--- config.mk ---
export PLATFORM = sky130hd
export DESIGN_NAME = uart_rx
export DESIGN_NICKNAME = d
export VERILOG_FILES = /design/src/rtl/uart_rx.sv
export SDC_FILE = /design/constraint.sdc
export NUM_CORES = 1
export LEC_CHECK = 0
export ABC_AREA = 0
export BUFFER_PORTS_ARGS = -buffer_cell sky130_fd_sc_hd__buf_2
export CAP_MARGIN = 30
export CORE_ASPECT_RATIO = 1.5
export CORE_UTILIZATION = 50
export DETAILED_ROUTE_END_ITERATION = 6
export PLACE_DENSITY = 0.7
export SYNTH_ARGS = -nofsm -noshare
export SYNTH_HDL_FRONTEND = slang
export SYNTH_SLANG_ARGS = --single-unit
--- constraint.sdc ---
create_clock -name CLK -period 2.9 [get_ports CLK]
set_input_delay 0.435 -clock CLK [delete_from_list [all_inputs] [get_ports CLK]]
set_output_delay 0.435 -clock CLK [all_outputs]
set_load 0.005 [all_outputs]
--- src/rtl/uart_rx.sv ---
// uart_rx: oversampling UART receiver.
// Frame: start(0), 8 data bits LSB-first, optional parity, stop(1).
// Three samples around mid-bit are majority-voted. The frame outcome is
// reported by exactly one one-cycle strobe: Data_Valid, Par_Err or Stop_Err.
module uart_rx #(
    parameter int DATA_WIDTH = 8,
    parameter int PRESCALE_W = 6
) (
    input  logic                  CLK,
    input  logic                  RST,
    input  logic                  RX_IN,
    input  logic                  PAR_EN,
    input  logic                  PAR_TYP,
    input  logic [PRESCALE_W-1:0] Prescale,
    output logic [DATA_WIDTH-1:0] P_DATA,
    output logic                  Data_Valid,
    output logic                  Par_Err,
    output logic                  Stop_Err,
    // FSM state for observation: 0=IDLE 1=START 2=DATA 3=PARITY 4=STOP
    output logic [2:0]            dbg_state_o
);

    localparam int BIT_CNT_W = $clog2(DATA_WIDTH);
    localparam logic [PRESCALE_W-1:0] ONE = PRESCALE_W'(1);
    localparam logic [BIT_CNT_W-1:0] LAST_BIT = BIT_CNT_W'(DATA_WIDTH - 1);

    typedef enum logic [2:0] {
        S_IDLE   = 3'd0,
        S_START  = 3'd1,
        S_DATA   = 3'd2,
        S_PARITY = 3'd3,
        S_STOP   = 3'd4
    } state_t;

    state_t                  state_q;
    logic [PRESCALE_W-1:0]   edge_cnt_q;
    logic [BIT_CNT_W-1:0]    bit_cnt_q;
    logic [PRESCALE_W-1:0]   presc_q;
    logic                    par_en_q;
    logic                    par_typ_q;
    logic [2:0]              samp_q;
    logic [DATA_WIDTH-1:0]   shift_q;
    logic                    par_bad_q;
    logic [DATA_WIDTH-1:0]   p_data_q;
    logic                    dv_q;
    logic                    pe_q;
    logic                    se_q;

    // Helpers derived from the prescale captured at the start of the frame.
    logic [PRESCALE_W-1:0]   half;
    logic                    last_edge;
    logic                    sample_now;
    logic                    voted;
    logic                    par_exp;

    // Bit timing, mid-bit sampling window, majority vote and parity.
    always_comb begin
        half       = presc_q >> 1;
        last_edge  = (edge_cnt_q == presc_q - ONE);
        sample_now = (edge_cnt_q == half - ONE) ||
                     (edge_cnt_q == half) ||
                     (edge_cnt_q == half + ONE);
        voted      = (samp_q[0] & samp_q[1]) |
                     (samp_q[0] & samp_q[2]) |
                     (samp_q[1] & samp_q[2]);
        // Even parity expects XOR of the data; odd expects its inverse.
        par_exp    = (^shift_q) ^ par_typ_q;
    end

    // Receive FSM with registered outputs; strobes default low every cycle.
    always_ff @(posedge CLK) begin
        if (RST) begin
            state_q    <= S_IDLE;
            edge_cnt_q <= '0;
            bit_cnt_q  <= '0;
            presc_q    <= '0;
            par_en_q   <= 1'b0;
            par_typ_q  <= 1'b0;
            samp_q     <= '0;
            shift_q    <= '0;
            par_bad_q  <= 1'b0;
            p_data_q   <= '0;
            dv_q       <= 1'b0;
            pe_q       <= 1'b0;
            se_q       <= 1'b0;
        end else begin
            dv_q <= 1'b0;
            pe_q <= 1'b0;
            se_q <= 1'b0;
            if (state_q == S_IDLE) begin
                edge_cnt_q <= '0;
                bit_cnt_q  <= '0;
                if (!RX_IN) begin
                    // This cycle is edge 0 of the start bit; freeze the frame format.
                    presc_q    <= Prescale;
                    par_en_q   <= PAR_EN;
                    par_typ_q  <= PAR_TYP;
                    par_bad_q  <= 1'b0;
                    edge_cnt_q <= ONE;
                    state_q    <= S_START;
                end
            end else begin
                if (sample_now) begin
                    samp_q <= {samp_q[1:0], RX_IN};
                end
                edge_cnt_q <= last_edge ? '0 : edge_cnt_q + ONE;
                if (last_edge) begin
                    case (state_q)
                        S_START: begin
                            // A high vote means the falling edge was a glitch.
                            state_q <= voted ? S_IDLE : S_DATA;
                        end
                        S_DATA: begin
                            shift_q   <= {voted, shift_q[DATA_WIDTH-1:1]};
                            bit_cnt_q <= bit_cnt_q + 1'b1;
                            if (bit_cnt_q == LAST_BIT) begin
                                state_q <= par_en_q ? S_PARITY : S_STOP;
                            end
                        end
                        S_PARITY: begin
                            par_bad_q <= (voted != par_exp);
                            state_q   <= S_STOP;
                        end
                        S_STOP: begin
                            // A bad stop bit outranks a parity error.
                            if (!voted) begin
                                se_q <= 1'b1;
                            end else if (par_en_q && par_bad_q) begin
                                pe_q <= 1'b1;
                            end else begin
                                p_data_q <= shift_q;
                                dv_q     <= 1'b1;
                            end
                            state_q <= S_IDLE;
                        end
                        default: state_q <= S_IDLE;
                    endcase
                end
            end
        end
    end

    assign P_DATA      = p_data_q;
    assign Data_Valid  = dv_q;
    assign Par_Err     = pe_q;
    assign Stop_Err    = se_q;
    assign dbg_state_o = state_q;

endmodule

======== Yosys cells after proc, flatten, opt, wreduce, memory -nomap -nowiden ========
Index checks and enable logic that the tools add are counted.
word-level totals
  output and inout bits ................... 14
  bits of input ports ..................... 11
  flip-flop bits (word level) ............. 43
  word-level logic and storage cells ...... 76
operators by class
  $add $sub $neg .......................... 5
  bitwise operators ....................... 12
  multiplexer cells ....................... 17
  equality and inequality tests ........... 12
  reduce and logical (&&, ||, !) cells .... 17
operators with widths
  operator                                                                number
  6-bit equality test                                                     3
  3-bit two-way mux                                                       5
  6-bit two-way mux                                                       2
  3-bit case mux with 3 select lines                                      1
  3-bit AND reduction                                                     3
  1-bit two-way mux                                                       8
  8-bit parity                                                            1
  5-bit by 1-bit adder with 6-bit output (second input constant)          1
  6-bit by 1-bit adder with 6-bit output (second input constant)          1
  3-bit by 2-bit equality test with 1-bit output (second input constant)  2
  3-bit equality test (second input constant)                             2
  6-bit by 5-bit equality test with 1-bit output                          1
  1-bit inverter                                                          6
  2-bit AND reduction                                                     3
  5-bit by 1-bit subtractor with 6-bit output (second input constant)     1
  6-bit by 1-bit subtractor with 6-bit output (second input constant)     1
  5-bit AND reduction                                                     1
  5-bit OR reduction                                                      1
  2-bit nonzero test                                                      2
  4-bit OR reduction                                                      1
  3-bit by 1-bit adder with 3-bit output (second input constant)          1
  1-bit bitwise AND                                                       3
  3-bit by 1-bit equality test with 1-bit output (second input constant)  1
  3-bit zero test                                                         1
  other kinds (9)                                                         11

======== Depth between registers and ports, before layout ========
  depth in word-level cells ............... 7
  depth in mapped cells ................... 10
  mapped depth without buffers ............ 8

======== Worst setup path after synthesis ========
OpenSTA, ideal clock, no wires.
  path type ............................... register -> register
  start ................................... register presc_q[1]
  end ..................................... register p_data_q[0], in the netlist P_DATA[0]
  cell stages (with the launch flop) ...... 10
  path buffers ............................ 1
  period minus slack after synthesis ...... 2.475 ns
  slack ................................... 0.425 ns
  setup time .............................. 0.128 ns
  required time ........................... 2.772 ns
  data arrival time ....................... 2.347 ns
  cells stage by stage .................... dfxtp_1 -> clkbuf_1 -> inv_1 -> ha_1 -> a21boi_2 -> xnor2_1 -> o2111ai_4 -> nor4_4 -> mux2i_1 -> nor2_1
on the way
  cells in the longest elaborated chain, start to end .. 3
RTL lines
  item                                         line  text
  start, declared                              38    logic [PRESCALE_W-1:0] presc_q;
  start signal, assigned                       95    presc_q <= Prescale;
  6-bit by 1-bit subtractor with 6-bit output  59    last_edge = (edge_cnt_q == presc_q - ONE);
  6-bit equality test                          59
  5-bit AND reduction (no source line)         n/a
  end signal, assigned                         131   p_data_q <= shift_q;
  end, declared                                44    logic [DATA_WIDTH-1:0] p_data_q;
No other way between the ends.
A chain may end at the register's enable or synchronous reset.

======== Worst setup path in the final report ========
  start ................................... register presc_q[1]
  end ..................................... register shift_q[7]
on the way
  cells in the longest elaborated chain, start to end .. 3
RTL lines
  item                                         line  text
  6-bit by 1-bit subtractor with 6-bit output  59
  6-bit equality test                          59
  3-bit AND reduction (no source line)         n/a
  end signal, assigned                         114   shift_q <= {voted, shift_q[DATA_WIDTH-1:1]};
  end, declared                                42    logic [DATA_WIDTH-1:0] shift_q;
No other way between the ends.

==> out/qor.txt <==
Number of diodes: 0
Drt drc: 0
Antenna violations before repair: 0
Die X: 57.44 microns
Input/output buffers: 24
Warnings from Yosys: 0
Via/cell ratio: 5.461
Clock tree buffer depth: 2
Final WL: 4.557 mm
Number of post-CTS setup repair buffers: 0
Achievable Freq: 407.0 MHz
Area share of the largest cell type after synthesis: 37.35%
Number of flops mapped to enable cells by yosys: 0
Slew @ Worst Pin: 0.7559 ns
Total clock buffers created by CTS: 5
CTS resizes: 0
Leakage: 1.030 nW
Post-DP HPWL: 3.359 mm
Starting DRT DRC Count: 55
Clk_lat worst skew: 0.29 ns
Slew margin rel.: 49.42%
CTS root buf: clkbuf_8
Top cells by count, synth: 43 x dfxtp_1, 34 x nor2_1, 30 x nand2_1, 21 x mux2i_1, 18 x xnor2_1
#FFs+latches synth: 43
Grt ovf: 0
Synth area leaders: dfxtp_1 37%, mux2i_1 9.1%, xnor2_1 6.8%
Sink Count: 43
Wire length per cell: 13.81 microns
Die area: 4891 sq um
Final-stage net count: 302
RD Place Congestion: 0.8124
Synthesized Nets: 282
Crit path max fanout: 11
Syn Std Cell Area: 2305 sq um
Synth-to-Final Area Change: 9.989%
Final cell count without fillers: 330
Worst clock skew: 0.006391 ns
Synth cell types: 38
First-pass GRT wire length: 8.128 mm
Largest net degree at the start of global routing: 36
Most common cell in the netlist: dfxtp_1
Async SR Flop Fraction: 0%
Final setup viols: 0
Most area-hungry cell type in the Yosys netlist: dfxtp_1
Core area: 4318 sq um
Ys flop type: dfxtp_1
Placed cell count: 323
Max Cap Viol: 0
TNS Setup: 0 ns
Min Hold Slack: 0.3804 ns
Setup crit start kind: flip-flop
Crit. End Element: flip-flop
Vert. Die Dim: 85.15 microns
Layout cells sized above 1: 15.14%
Via count: 1802
Row count: 29
Arrival time worst endpoint: 2.62 ns
Clock transition at path regs: 0.08 ns
Setup CP Type: flip-flop to flip-flop
Status: complete, no violations
Sequential cell area fraction in the yosys report: 37.35%
Final period utilization: 84.72%
Vias in the first global route: 1822
Min-Delay Path Class: primary input to flip-flop
Peak supply drop: 429.1 uV
Io pins: 25
Min cycle time layout: 2.457 ns
Synth Instances: 264
Unrepaired setup endpoints after global routing: false
Req. time, crit path: 3.06 ns
Final ANT Viol Nets: 0
Hold Fails Final Rpt: 0
Slew Viols, Final: 0
Hold Buf Count CTS: 0
Clock tree from TritonCTS: done
Synthesized area per cell: 8.730 sq um
Total power: 0.001255 W
H-tree depth: 2
Tot GR Track Use: 21.23%
Pre-antenna DRT Iters: 6
Initial Util: 53.38%
Pwr Density: 495.1 nW/um^2
Worst R2R Setup Slack: 0.44 ns
-- final timing paths --
| check | depth (start not counted) | endpoint | startpoint |
|---|---|---|---|
| max | 9 | shift_q[7]$_SDFFE_PP0P_ | presc_q[1]$_SDFFE_PP0P_ |
| min reg2reg | 2 | Par_Err$_SDFF_PP0_ | par_bad_q$_SDFFE_PP0P_ |
| min | 3 | par_typ_q$_SDFFE_PP0P_ | PAR_TYP |
| max reg2reg | 9 | shift_q[7]$_SDFFE_PP0P_ | presc_q[1]$_SDFFE_PP0P_ |
-- registers in the layout, summed over array words and instances (netlist names) --
signal,count
P_DATA,8
shift_q,8
edge_cnt_q,6
presc_q,6
bit_cnt_q,3
dbg_state_o,3
samp_q,3
Data_Valid,1
Par_Err,1
Stop_Err,1
par_bad_q,1
par_en_q,1
par_typ_q,1
-- report_power, final --
part	switching, W	total, W	internal (W)
clock network	0.000187	0.000439	0.000252
logic	0.000106	0.000183	0.0000764
registers	0.0000277	0.000633	0.000605
-- layout by cell type, fill, tap and decap left out, drive strengths merged --
cell	Yosys	final
o211a	1	1
inv	6	6
xor2	14	14
maj3	1	1
nand3	8	8
o21ai	7	7
clkbuf	9	6
nand2b	2	2
bufinv	0	1
nand4	4	4
a211oi	2	2
o2111ai	1	1
nor4	4	4
nor2b	3	3
xnor2	18	18
o31ai	2	2
mux2	1	1
nor3	10	10
or3	4	4
dfxtp	43	43
a21oi	13	13
and3	3	3
nor3b	4	4
ha	7	7
mux2i	21	21
nand3b	1	1
a31oi	1	1
a21boi	1	1
o311a	1	1
buf	8	30
nand2	30	30
nor2	34	34
-- kinds of logic after synthesis --
kind of cell,Yosys count,synth area share [%]
compound gates,29,9.229
xor+xnor,32,12.16
fa+ha+maj,8,4.234
buf+inv,23,5.103
flops,43,37.35
mux,22,9.609
simple gates,107,22.31
-- worst max-delay path, stage by stage (launching register included) --
cell       delay (ns)
dfxtp_1          0.47
inv_1            0.13
ha_1             0.28
a21boi_2         0.19
xnor2_1          0.26
o2111ai_4        0.20
nor4_2           0.26
buf_4            0.27
mux2i_1          0.24
nor2_1           0.05
-- layer usage --
| layer | vias to the layer above | GRT usage (%) | share of wire, % |
|---|---|---|---|
| li1 | 930 | - | - |
| met1 | 842 | 23.92 | 44 |
| met2 | 22 | 37.32 | 52 |
| met3 | 8 | 3.811 | 2.3 |
| met4 | 0 | 10.86 | 2.5 |
| met5 | - | 0 | 0 |
-- stage by stage --
step / utilization (%) / instance area (sq um) / worst slack [ns]
floorplan: - / 2305 / 0.4249
global placement: 56.33 / 2432 / 0.5223
detailed placement: 56.33 / 2432 / 0.4635
CTS: 58.71 / 2535 / 0.4563
global route: 58.71 / 2535 / 0.2142
finish: 58.71 / 2535 / 0.4432
-- layout make-up --
cell class,count,area [sq um]
fillers,410,1783
multi-input cells,198,1326
flip-flops and latches,43,860.8
repair buffers,30,165.2
clock buffers,6,72.57
well taps,46,57.56
clock inverters,1,30.03
inverters,6,22.52
(Power assumes the default switching activity.)
